<file path="src/rtl/uart_pkg.sv">
// Shared types for the uart transmit arbiter: FSM state encoding and watchdog width.
package uart_pkg;

  typedef enum logic [1:0] {
    IDLE  = 2'd0,
    START = 2'd1,
    WAIT  = 2'd2,
    HOLD  = 2'd3
  } arb_state_t;

  localparam int unsigned ARB_TO_W = 24;

endpackage

</file>
<file path="src/rtl/rr_arbiter.sv">
// Combinational N-way round-robin pick: first asserted request at or after ptr, wrapping.
module rr_arbiter #(
  parameter int unsigned N  = 4,
  parameter int unsigned PW = $clog2(N)
) (
  input  logic [N-1:0]  req,
  input  logic [PW-1:0] ptr,
  output logic [N-1:0]  gnt,
  output logic          any
);

  logic found;

  always_comb begin
    gnt   = '0;
    found = 1'b0;
    for (int unsigned k = 0; k < N; k++) begin
      if (!found && req[PW'((32'(ptr) + k) % N)]) begin
        gnt[PW'((32'(ptr) + k) % N)] = 1'b1;
        found                        = 1'b1;
      end
    end
  end

  assign any = |req;

endmodule

</file>
<file path="src/rtl/uart_tx_arbiter.sv">
// Shares one uart transmitter between N byte-stream requesters with round-robin
// arbitration, optional packet lock and a watchdog that frees a stuck grant.
module uart_tx_arbiter
  import uart_pkg::*;
#(
  parameter int unsigned         N           = 4,
  parameter logic [ARB_TO_W-1:0] TIMEOUT_CYC = 24'd2_000_000
) (
  input  logic           clk,
  input  logic           rst,
  input  logic [N-1:0]   req_valid,
  input  logic [N*8-1:0] req_data,
  input  logic [N-1:0]   req_last,
  output logic [N-1:0]   req_ready,
  output logic [7:0]     uart_tx_data,
  output logic           uart_tx_rdy,
  input  logic           uart_tx_complete,
  output logic [N-1:0]   grant,
  output logic           busy,
  output logic           timeout_err
);

  localparam int unsigned         PW       = $clog2(N);
  localparam logic [ARB_TO_W-1:0] WD_LAST  = TIMEOUT_CYC - ARB_TO_W'(1);
  localparam logic [PW-1:0]       PTR_LAST = PW'(N - 1);

  arb_state_t          state;
  logic [PW-1:0]       ptr;
  logic [PW-1:0]       owner;
  logic                lock;
  logic [ARB_TO_W-1:0] wd;

  logic [N-1:0]        rr_gnt;
  logic                rr_any;
  logic [7:0]          sel_data;
  logic                sel_last;
  logic [PW-1:0]       sel_idx;
  logic                accept;
  logic [PW-1:0]       ptr_adv;
  logic [ARB_TO_W-1:0] wd_inc;
  logic                wd_expired;

  rr_arbiter #(
    .N  (N),
    .PW (PW)
  ) u_rr (
    .req (req_valid),
    .ptr (ptr),
    .gnt (rr_gnt),
    .any (rr_any)
  );

  // Ready is combinational so a byte can be taken in the same cycle it is offered;
  // held low during reset so every output reads zero.
  always_comb begin
    req_ready = '0;
    if (!rst) begin
      if (state == IDLE && rr_any) begin
        req_ready = rr_gnt;
      end else if (state == HOLD) begin
        req_ready = grant & req_valid;
      end
    end
  end

  // Mux the accepted requester's byte, last flag and index.
  always_comb begin
    sel_data = '0;
    sel_last = 1'b0;
    sel_idx  = '0;
    for (int unsigned i = 0; i < N; i++) begin
      if (req_ready[i]) begin
        sel_data = req_data[8*i +: 8];
        sel_last = req_last[i];
        sel_idx  = PW'(i);
      end
    end
  end

  assign accept     = |req_ready;
  assign ptr_adv    = (owner == PTR_LAST) ? '0 : owner + PW'(1);
  assign wd_inc     = (wd == '1) ? wd : wd + ARB_TO_W'(1);
  assign wd_expired = (wd == WD_LAST);

  always_ff @(posedge clk or posedge rst) begin
    if (rst) begin
      state        <= IDLE;
      ptr          <= '0;
      owner        <= '0;
      lock         <= 1'b0;
      wd           <= '0;
      uart_tx_data <= '0;
      uart_tx_rdy  <= 1'b0;
      grant        <= '0;
      busy         <= 1'b0;
      timeout_err  <= 1'b0;
    end else begin
      uart_tx_rdy <= 1'b0;
      timeout_err <= 1'b0;
      case (state)
        IDLE: begin
          if (accept) begin
            uart_tx_data <= sel_data;
            grant        <= req_ready;
            owner        <= sel_idx;
            lock         <= !sel_last;
            uart_tx_rdy  <= 1'b1;
            busy         <= 1'b1;
            state        <= START;
          end
        end
        START: begin
          wd    <= '0;
          state <= WAIT;
        end
        // A completion on the expiry cycle still counts as a good frame.
        WAIT: begin
          if (uart_tx_complete) begin
            wd <= '0;
            if (lock) begin
              state <= HOLD;
            end else begin
              grant <= '0;
              busy  <= 1'b0;
              ptr   <= ptr_adv;
              state <= IDLE;
            end
          end else if (wd_expired) begin
            timeout_err <= 1'b1;
            lock        <= 1'b0;
            grant       <= '0;
            busy        <= 1'b0;
            ptr         <= ptr_adv;
            state       <= IDLE;
          end else begin
            wd <= wd_inc;
          end
        end
        // The owner's byte arriving on the expiry cycle is still taken.
        HOLD: begin
          if (accept) begin
            uart_tx_data <= sel_data;
            lock         <= !sel_last;
            uart_tx_rdy  <= 1'b1;
            state        <= START;
          end else if (wd_expired) begin
            timeout_err <= 1'b1;
            lock        <= 1'b0;
            grant       <= '0;
            busy        <= 1'b0;
            ptr         <= ptr_adv;
            state       <= IDLE;
          end else begin
            wd <= wd_inc;
          end
        end
        default: state <= IDLE;
      endcase
    end
  end

endmodule

</file>
<file path="config.mk">
export PLATFORM = sky130hd
export DESIGN_NAME = uart_tx_arbiter
export DESIGN_NICKNAME = d
export VERILOG_FILES = /design/src/rtl/uart_pkg.sv /design/src/rtl/rr_arbiter.sv /design/src/rtl/uart_tx_arbiter.sv
export SDC_FILE = /design/constraint.sdc
export NUM_CORES = 1
export LEC_CHECK = 0
export ABC_CLOCK_PERIOD_IN_PS = 5330
export CORE_MARGIN = 5
export CORE_UTILIZATION = 59
export DETAILED_ROUTE_END_ITERATION = 10
export DONT_BUFFER_PORTS = 1
export PLACE_DENSITY = 0.8
export SETUP_SLACK_MARGIN = 0.1
export SLEW_MARGIN = 10
export SYNTH_ARGS = -nofsm -noshare
export SYNTH_HDL_FRONTEND = slang
export SYNTH_SLANG_ARGS = --single-unit
</file>
<file path="constraint.sdc">
create_clock -name clk -period 5.33 [get_ports clk]
set_clock_uncertainty 0.2 [all_clocks]
set_input_delay 0.533 -clock clk [delete_from_list [all_inputs] [get_ports clk]]
set_output_delay 0.533 -clock clk [all_outputs]
set_load 0.005 [all_outputs]
</file>
==> results of run 1 <==
-- where the power goes --
part	leakage [nW]	total, W	switching (W)	internal (W)
sequential	0.610	0.000350	0.00000142	0.000349
combinational	0.699	0.0000249	0.0000160	0.00000885
clock	0.0585	0.000261	0.000121	0.000140
total	1.37	0.000637	0.000138	0.000498
-- state kept, by name (all words and copies together) (netlist names) --
register,cells
grant,4
owner,2
uart_tx_data,8
state,2
timeout_err,1
ptr,2
lock,1
uart_tx_rdy,1
wd,24
busy,1
-- kinds of logic after synthesis --
logic type,Yosys count,share of synthesized area [%]
AND/OR/NAND/NOR,133,23.7
multiplexers,9,4.03
adder cells (fa/ha/maj),12,4.89
XOR/XNOR,18,5.13
flip-flops,46,37.5
buffers and inverters,29,3.91
AO/OA/AOI/OAI,90,20.9
-- routing by layer --
layer	global-route usage [%]	vias to the layer above	share of wire [%]
met3	5.21	12	6.2
met2	37.0	84	48
met4	7.14	0	1.5
li1	-	1249	-
met1	29.6	1265	44
met5	0	-	0
-- metrics by stage --
stage	hold slack [ns]	power, W	std cells	util (%)
detailed placement	0.287	0.000383	398	62.1
finish	0.0548	0.000637	406	64.3
global route	0.110	0.000657	406	64.3
global placement	0.274	0.000382	398	62.1
CTS	0.0678	0.000642	406	64.3
floorplan	0.253	0.000377	337	-
-- area by class of cell --
type                       instances  area, um^2  share of cell area (%)
timing repair buffer               4        30.0                   0.921
sequential                        46        1150                    35.3
clock inverter                     3        43.8                    1.34
multi-input combinational        262        1820                    55.7
tap                               70        87.6                    2.69
clock buffer                       5        68.8                    2.11
inverter                          16        62.6                    1.92
-- placed cells by master, fill, tap and decap left out, drive strengths merged, types with 4 or more instances in the layout --
cell type	synthesis	routed
a31oi	8	8
nor2	37	37
xor2	13	13
xnor2	5	5
a22o	5	5
a21oi	22	22
or3b	4	4
clkbuf	8	5
nor2b	7	7
buf	5	4
a22oi	8	8
nand3	12	12
and3	7	7
o22ai	7	7
nand4	10	10
inv	16	17
nand3b	4	4
nor4	5	5
nor3	4	4
o41ai	4	4
dfrtp	46	46
ha	12	12
nand2	23	23
o21ai	17	17
mux2	7	7
-- worst min-delay path by stage --
stage / startpoint / slack (ns) / to
after floorplan: owner[1] / 0.25 / owner[1]
after global placement: owner[1] / 0.27 / owner[1]
after detailed placement: owner[1] / 0.29 / owner[1]
after CTS: rst / 0.07 / wd[7]
after global routing: rst / 0.11 / ptr[1]
final: rst / 0.05 / grant[0]
==> summary.txt, run 1 <==
Status
  – Status: completed

Worst setup path
  – CP max-delay cell: dfrtp_1
  – CP top delay family: compound AO/OA/AOI/OAI gates
  – Critical Path RT: 5.36 ns
  – Slowest stage delay, CP: 0.60 ns
  – CP Cell Sequence: inv_1, ha_1, mux4_2, a21oi_1, a21o_1, a311o_1, inv_4, o41ai_2, buf_4, nand3_1, or4_1, a21oi_1
  – Endpoint class of the critical path: register
  – Largest fanout on the critical path: 21
  – R2R Path Start: ptr[0]
  – Stages on worst setup path: 12
  – CP Buf/Inv Count: 3
  – Reg2Reg Depth: 12
  – Startpoint Class: register
  – R2R Path End: wd[22]
  – Critical path class: reg2reg
  – Worst Setup SP: ptr[0]
  – Setup crit end: wd[22]
  – R2R Setup Slk: 1.12 ns
  – Arrival time worst endpoint: 4.24 ns
  – Most frequent CP cell: a21oi_1

Logic synthesis
  – Synth Flop Type: dfrtp_1
  – Synth Cell Area: 3070 um^2
  – Most common cell in the netlist: dfrtp_1
  – Most frequent cells after synthesis: 46 x dfrtp_1, 36 x nor2_1, 23 x nand2_1
  – Post-synth EDFFs: 0
  – Count of cell types in the netlist: 58
  – Synth Instances: 337
  – Synth warn: 0
  – Syn Nets: 392
  – Sequential cell area fraction in the yosys report: 37.5%
  – Yosys top cell area share: 37.5%
  – Ranking of synthesized cells by area: dfrtp_1 37%, ha_1 4.9%, nor2_1 4.4%
  – Seq cells post-synth: 46
  – Post-synth top area cell: dfrtp_1
  – FFs w/ async S/R, synth: 100%
  – Avg Cell Area, Syn: 9.11 um^2

Place
  – DP Area: 3150 um^2
  – Place WS: 1.19 ns
  – IO buf count: 0
  – DP Wirelength: 5120 um
  – Final GP Congestion: 0.932

Timing
  – Slew HR: 38.4%
  – Final worst slack: 1.12 ns
  – Min Tclk post-route: 4.21 ns
  – Max Fclk: 0.237 GHz
  – Final worst-path cycle share: 79.0%
  – Fin. Hold Viols: 0
  – Final Setup Violations: 0
  – Final Slew Violations: 0
  – RSZ-0062 raised after global routing: no
  – Setup TNS: 0 ns
  – Worst Tran Pin Value: 0.917 ns

Global route
  – Gr ovfl total: 0
  – Global Route Usage Sum: 22.5%
  – First-pass GRT wire length: 11,800 um
  – Vias in the first global route: 2,455
  – Pin count of the biggest net entering global routing: 49
  – Initial antenna violation count: 0

Detailed routing
  – 1st-iter DRT viols: 188
  – Via-to-Cell Ratio: 6.43
  – Drt total wl: 6960 um
  – Residual DRC: 0
  – Routed length per instance: 17.1 um
  – Via count: 2,610
  – Routed Antenna Nets: 0
  – Iteration count of the initial detailed-routing pass: 5

Die
  – Initial Util: 60.5%
  – Die Area: 6750 um^2
  – I/O Pins: 62
  – Die width: 82.2 um
  – Row count: 26
  – Core ar.: 5070 um^2
  – Die Ht: 82.2 um

Layout
  – Fill count: 426
  – Final Cell Area: 3260 um^2
  – Nets: 390
  – Area Growth Syn to Fin: 6.19%
  – N_diodes: 0
  – Share of cells above drive strength 1: 11.6%

Clocking
  – Number of H-tree levels: 2
  – CTS sink cnt: 46
  – Resized cells post-CTS: 0
  – Clock latency on the worst-skew pair: 0.31 ns
  – Setup Buffers After CTS: 0
  – CTS Hold Buffers Added: 0
  – CTS tree: done
  – Max Root-Sink Buffers: 2
  – Clock transition at path regs: 0.08 ns
  – Clk root buf: clkbuf_8
  – CTS buffer count: 5

Power
  – Pwr/cell area: 195 nW/um^2
  – VDD IR max: 0.000210 V
  – Pleak: 1.37 nW

Min path
  – Worst hold path type: in2async

Job
  – MaxCap Viol Count: 0
Note: power is estimated with default switching activity, not from simulation.
==> inputs of run 2 (changes only) <==
--- a/config.mk
+++ b/config.mk
@@ -5,7 +5,7 @@
 export SDC_FILE = /design/constraint.sdc
 export NUM_CORES = 1
 export LEC_CHECK = 0
-export ABC_CLOCK_PERIOD_IN_PS = 5330
+export ABC_CLOCK_PERIOD_IN_PS = 4200
 export CORE_MARGIN = 5
 export CORE_UTILIZATION = 59
 export DETAILED_ROUTE_END_ITERATION = 10
==> constraint.sdc (replaced) <==
create_clock -name clk -period 4.2 [get_ports clk]
set_clock_uncertainty 0.2 [all_clocks]
set_input_delay 0.42 -clock clk [delete_from_list [all_inputs] [get_ports clk]]
set_output_delay 0.42 -clock clk [all_outputs]
set_load 0.005 [all_outputs]
==> run 2 against run 1 <==
  * Hold slack improved by 0.13 ns
  * Die area is the same
  * Largest cell class unchanged
  * Via count is 2.4% higher
  * First-iteration DRC count shrank 3.2%
==> summary.txt, run 2 (synthesized netlist as in run 1, its figures left out) <==
Worst setup path
  – Reg2Reg Depth: 12
  – Endpoint class of the critical path: register
  – R2R Path End: wd[22]
  – Slowest stage delay, CP: 0.45 ns
  – CP max-delay cell: dfrtp_1
  – Arrival time worst endpoint: 3.67 ns
  – CP Cell Sequence: inv_1, ha_1, mux4_2, a21oi_1, a21o_1, a311oi_2, buf_4, o41ai_2, buf_4, nand3_1, or4_1, a21oi_1
  – Largest fanout on the critical path: 13
  – Critical Path RT: 4.23 ns
  – R2R Setup Slk: 0.56 ns
  – R2R Path Start: ptr[1]
  – Critical path class: reg2reg
  – Startpoint Class: register

Timing
  – Setup TNS: 0 ns
  – Slew HR: 31.7%
  – Fin. Hold Viols: 0
  – Worst Tran Pin Value: 1.02 ns
  – Max Fclk: 0.274 GHz
  – Final Setup Violations: 0
  – Final worst-path cycle share: 86.8%
  – Final worst slack: 0.555 ns
  – Min Tclk post-route: 3.64 ns
  – RSZ-0062 raised after global routing: no
  – Final Slew Violations: 0

Layout
  – Area Growth Syn to Fin: 7.98%
  – N_diodes: 0
  – Commonest non-fill, non-tap cells in the layout: 46 x dfrtp_1, 36 x nor2_1, 23 x nand2_1
  – Largest regs: wd (24), uart_tx_data (8), grant (4)
  – Reg area: 1150 um^2
  – Nets: 397
  – Commonest non-fill, non-tap cell in the layout: dfrtp_1
  – Multi-input gate area: 1820 um^2
  – Largest register by flop count: wd
  – Fill count: 427
  – Max FFs per register: 24
  – Share of cells above drive strength 1: 12.9%
  – Final Cell Area: 3320 um^2
  – Fin cells: 412

Die
  – Initial Util: 60.5%
  – Core ar.: 5070 um^2
  – Die width: 82.2 um
  – Row count: 26
  – Die Area: 6750 um^2
  – Die Ht: 82.2 um
  – I/O Pins: 62

Detailed routing
  – 1st-iter DRT viols: 182
  – Residual DRC: 0
  – Routed Antenna Nets: 0
  – Routed length per instance: 17.2 um
  – Iteration count of the initial detailed-routing pass: 4
  – Via-to-Cell Ratio: 6.49
  – Via count: 2,672
  – Drt total wl: 7110 um

Clocking
  – Number of H-tree levels: 2
  – CTS buffer count: 5
  – Clk root buf: clkbuf_8
  – Clock transition at path regs: 0.08 ns
  – CTS tree: done
  – CTS sink cnt: 46
  – Clock latency on the worst-skew pair: 0.30 ns
  – Max Root-Sink Buffers: 2
  – Setup Buffers After CTS: 0
  – Resized cells post-CTS: 0

Power
  – Pleak: 1.40 nW
  – Tot Pwr: 0.000810 W
  – VDD IR max: 0.000213 V
  – Pwr/cell area: 244 nW/um^2

Place
  – Dpl cells: 404
  – Place WS: 0.569 ns
  – DP Area: 3190 um^2
  – DP Wirelength: 5200 um
  – IO buf count: 0
  – Final GP Congestion: 0.870

Global route
  – Global Route Usage Sum: 22.9%
  – Initial antenna violation count: 0
  – Vias in the first global route: 2,536
  – Pin count of the biggest net entering global routing: 47
  – Gr ovfl total: 0
  – First-pass GRT wire length: 12,100 um

Min path
  – Hold_sp: req_data[28]
  – Worst Hold Depth: 2
  – Hold Path End: uart_tx_data[4]
  – Worst hold path type: in2reg

Job
  – MaxCap Viol Count: 0

Status
  – Status: completed
==> run 2: cell count changes in the layout (fill, tap and decap cells not counted) <==
cell | previous run | this run
buf_4 | 4 | 10
clkbuf_8 | 5 | 6
clkinv_2 | 1 | 0
dlygate4sd3_1 | 0 | 1
inv_6 | 1 | 0
==> run 2: metrics by stage <==
stage	utilization, %	hold slack (ns)
detailed placement	62.9	0.302
global placement	62.9	0.272
CTS	65.4	0.197
finish	65.4	0.188
floorplan	-	0.253
global route	65.4	0.206
==> run 2: layout make-up <==
class                      instances  area share [%]
inverter                          16            1.89
sequential                        46            34.7
timing repair buffer              11            2.57
tap                               70            2.64
multi-input combinational        262            54.8
clock inverter                     1           0.905
clock buffer                       6            2.49
==> run 2: metal layers <==
metal	share of wire, %	up-vias	global-route usage, %
li1	-	1265	-
met1	45	1312	32.0
met2	48	86	36.3
met3	5.9	9	5.10
met4	1.3	0	5.32
met5	0	-	0
==> run 2: worst max path at each step <==
| stage | from | end | slack, ns | cells after the start |
|---|---|---|---|---|
| floorplan | ptr[0] | grant[0] | 0.68 | 13 |
| global placement | ptr[1] | grant[2] | 0.67 | 11 |
| detailed placement | ptr[1] | wd[22] | 0.57 | 12 |
| CTS | ptr[1] | grant[3] | 0.55 | 11 |
| global route | ptr[1] | grant[2] | 0.26 | 11 |
| finish | ptr[1] | wd[22] | 0.56 | 12 |
==> run 2: what timing repair did <==
action,4_1_cts,5_1_grt
endpoints found under the setup margin,0,0
hold endpoints to repair,46,0
hold buffers,1,0
==> run 2: power breakdown <==
group / switching, W / leakage (nW) / internal [W]
sequential: 0.000000232 / 0.610 / 0.000443
clock: 0.000142 / 0.0573 / 0.000190
combinational: 0.0000221 / 0.732 / 0.0000124
==> run 2: worst max-delay path, delay by kind of cell (launching register included) <==
family,cells,cell delay [ns]
AOI/OAI and AO/OA,5,0.96
DFF,1,0.45
adders and majority gates,1,0.35
muxes,1,0.39
buffers and inverters,3,0.59
and+or+nand+nor,2,0.61
==> inputs of run 3 (changes only) <==
==> constraint.sdc (replaced) <==
create_clock -name clk -period 4.2 [get_ports clk]
set_clock_uncertainty 0.2 [all_clocks]
set_input_delay 0.42 -clock clk [delete_from_list [all_inputs] [get_ports clk]]
set_output_delay 0.42 -clock clk [all_outputs]
set_load 0.05 [all_outputs]
==> run 3 against run 2 <==
  * Flip-flop and latch count is the same
  * Hold slack got worse by 0.0020 ns
  * Sequential power hardly changed
  * Critical endpoint is now lock
  * Largest cell class unchanged
==> summary.txt, run 3 (synthesized netlist as in run 1, its figures left out) <==
Die
  – Die Ht: 82.2 um
  – Die width: 82.2 um
  – Core ar.: 5070 um^2
  – I/O Pins: 62
  – Initial Util: 60.5%
  – Die Area: 6750 um^2
  – Row count: 26

Timing
  – Final worst-path cycle share: 89.4%
  – Final Slew Violations: 0
  – Slew HR: 34.5%
  – Final Setup Violations: 0
  – RSZ-0062 raised after global routing: no
  – Setup TNS: 0 ns
  – Worst Tran Pin Value: 0.975 ns
  – Min Tclk post-route: 3.75 ns
  – Final worst slack: 0.446 ns
  – Fin. Hold Viols: 0
  – Max Fclk: 0.266 GHz

Job
  – MaxCap Viol Count: 0

Power
  – VDD IR max: 0.000208 V
  – Pwr/cell area: 223 nW/um^2
  – Pleak: 1.38 nW
  – Tot Pwr: 0.000734 W

Clocking
  – Clk root buf: clkbuf_8
  – Resized cells post-CTS: 0
  – Clock transition at path regs: 0.08 ns
  – Clock latency on the worst-skew pair: 0.30 ns
  – CTS tree: done
  – CTS sink cnt: 46
  – CTS buffer count: 5
  – Max Root-Sink Buffers: 2
  – Number of H-tree levels: 2

Detailed routing
  – Via-to-Cell Ratio: 6.46
  – Residual DRC: 0
  – Routed length per instance: 17.4 um
  – Routed Antenna Nets: 0
  – Via count: 2,662
  – 1st-iter DRT viols: 210
  – Drt total wl: 7170 um
  – Iteration count of the initial detailed-routing pass: 4

Global route
  – Gr ovfl total: 0
  – Vias in the first global route: 2,524
  – Pin count of the biggest net entering global routing: 26
  – Initial antenna violation count: 0
  – First-pass GRT wire length: 12,300 um
  – Global Route Usage Sum: 23.4%

Worst setup path
  – CP Cell Sequence: inv_1, ha_1, mux4_2, or3b_2, a41oi_2, buf_4, nor2b_1, a22o_1, nand2_1, a32o_1
  – Slowest stage delay, CP: 0.54 ns
  – Endpoint class of the critical path: register
  – Critical Path RT: 4.19 ns
  – Critical path class: reg2reg
  – Startpoint Class: register
  – CP max-delay cell: nor2b_1
  – Arrival time worst endpoint: 3.74 ns
  – Largest fanout on the critical path: 9

Layout
  – Max FFs per register: 24
  – Nets: 397
  – Commonest non-fill, non-tap cell in the layout: dfrtp_1
  – Commonest non-fill, non-tap cells in the layout: 46 x dfrtp_1, 36 x nor2_1, 23 x nand2_1
  – N_diodes: 0
  – Largest register by flop count: wd
  – Share of cells above drive strength 1: 12.3%
  – Area Growth Syn to Fin: 7.17%
  – Largest regs: wd (24), uart_tx_data (8), grant (4)
  – Final Cell Area: 3290 um^2
  – Fill count: 430
  – Final Util: 64.9%

Place
  – IO buf count: 0
  – DP Area: 3210 um^2
  – Place WS: 0.485 ns
  – Final GP Congestion: 0.880
  – DP Wirelength: 5330 um

Status
  – Status: completed

Min path
  – Worst hold path type: in2reg
## run 3: cell types whose count changed in the layout (fill, tap and decap cells not counted)
cell       delta
bufinv_16     -1
clkbuf_1      +2
clkbuf_8      -1
a311oi_4      +1
a311oi_2      -1
## run 3: path summary, 6_finish.rpt
check	startpoint	endpoint	slack (ns)	cells past startpoint
max	ptr[1]	lock	0.45	10
min	req_data[28]	uart_tx_data[4]	0.19	2
max reg2reg	ptr[1]	lock	0.45	10
min reg2reg	owner[1]	owner[1]	0.31	2
max in group asynchronous	rst	wd[7]	2.66	3
min in group asynchronous	rst	busy	0.43	2
## run 3: what timing repair did
| item | CTS | global route |
|---|---|---|
| hold buffers | 1 | 0 |
| endpoints found under the hold margin | 22 | 0 |
| setup buffers | 0 | 0 |
## run 3: cell type report
cell class              count  area [um^2]  area share (%)
multi-input cells         262         1830            55.6
flip-flops and latches     46         1150            35.0
well taps                  70         87.6            2.66
repair buffers             11         85.1            2.58
clock buffers               7         76.3            2.32
inverters                  16         62.6            1.90
## run 3: where the power goes
| part | switching (W) | leakage [nW] | internal [W] |
|---|---|---|---|
| Combinational | 0.0000230 | 0.734 | 0.0000125 |
| Sequential | 0.000000209 | 0.610 | 0.000443 |
| Clock | 0.000140 | 0.0383 | 0.000115 |
## run 3: critical path, delay by kind of cell (launching register included)
family,cells,cell delay (ns)
and+or+nand+nor,3,1.06
AOI/OAI and AO/OA,3,0.85
DFF,1,0.46
buffers and inverters,2,0.42
adders and majority gates,1,0.34
muxes,1,0.33
## run 3: metrics by stage
step / cells / hold WS, ns
2_1_floorplan: 337 / 0.253
3_3_place_gp: 404 / 0.148
3_5_place_dp: 404 / 0.159
4_1_cts: 412 / 0.189
5_1_grt: 412 / 0.222
6_report: 412 / 0.186
## run 3: metal layers
layer  share of wire [%]  global-route usage, %  vias up  wire length (um)
li1                    -                      -     1265                 -
met1                  44                   32.6     1288              3140
met2                  48                   36.4       99              3410
met3                 7.3                   5.86       10               521
met4                 1.2                   5.98        0                89
met5                   0                      0        -                 0
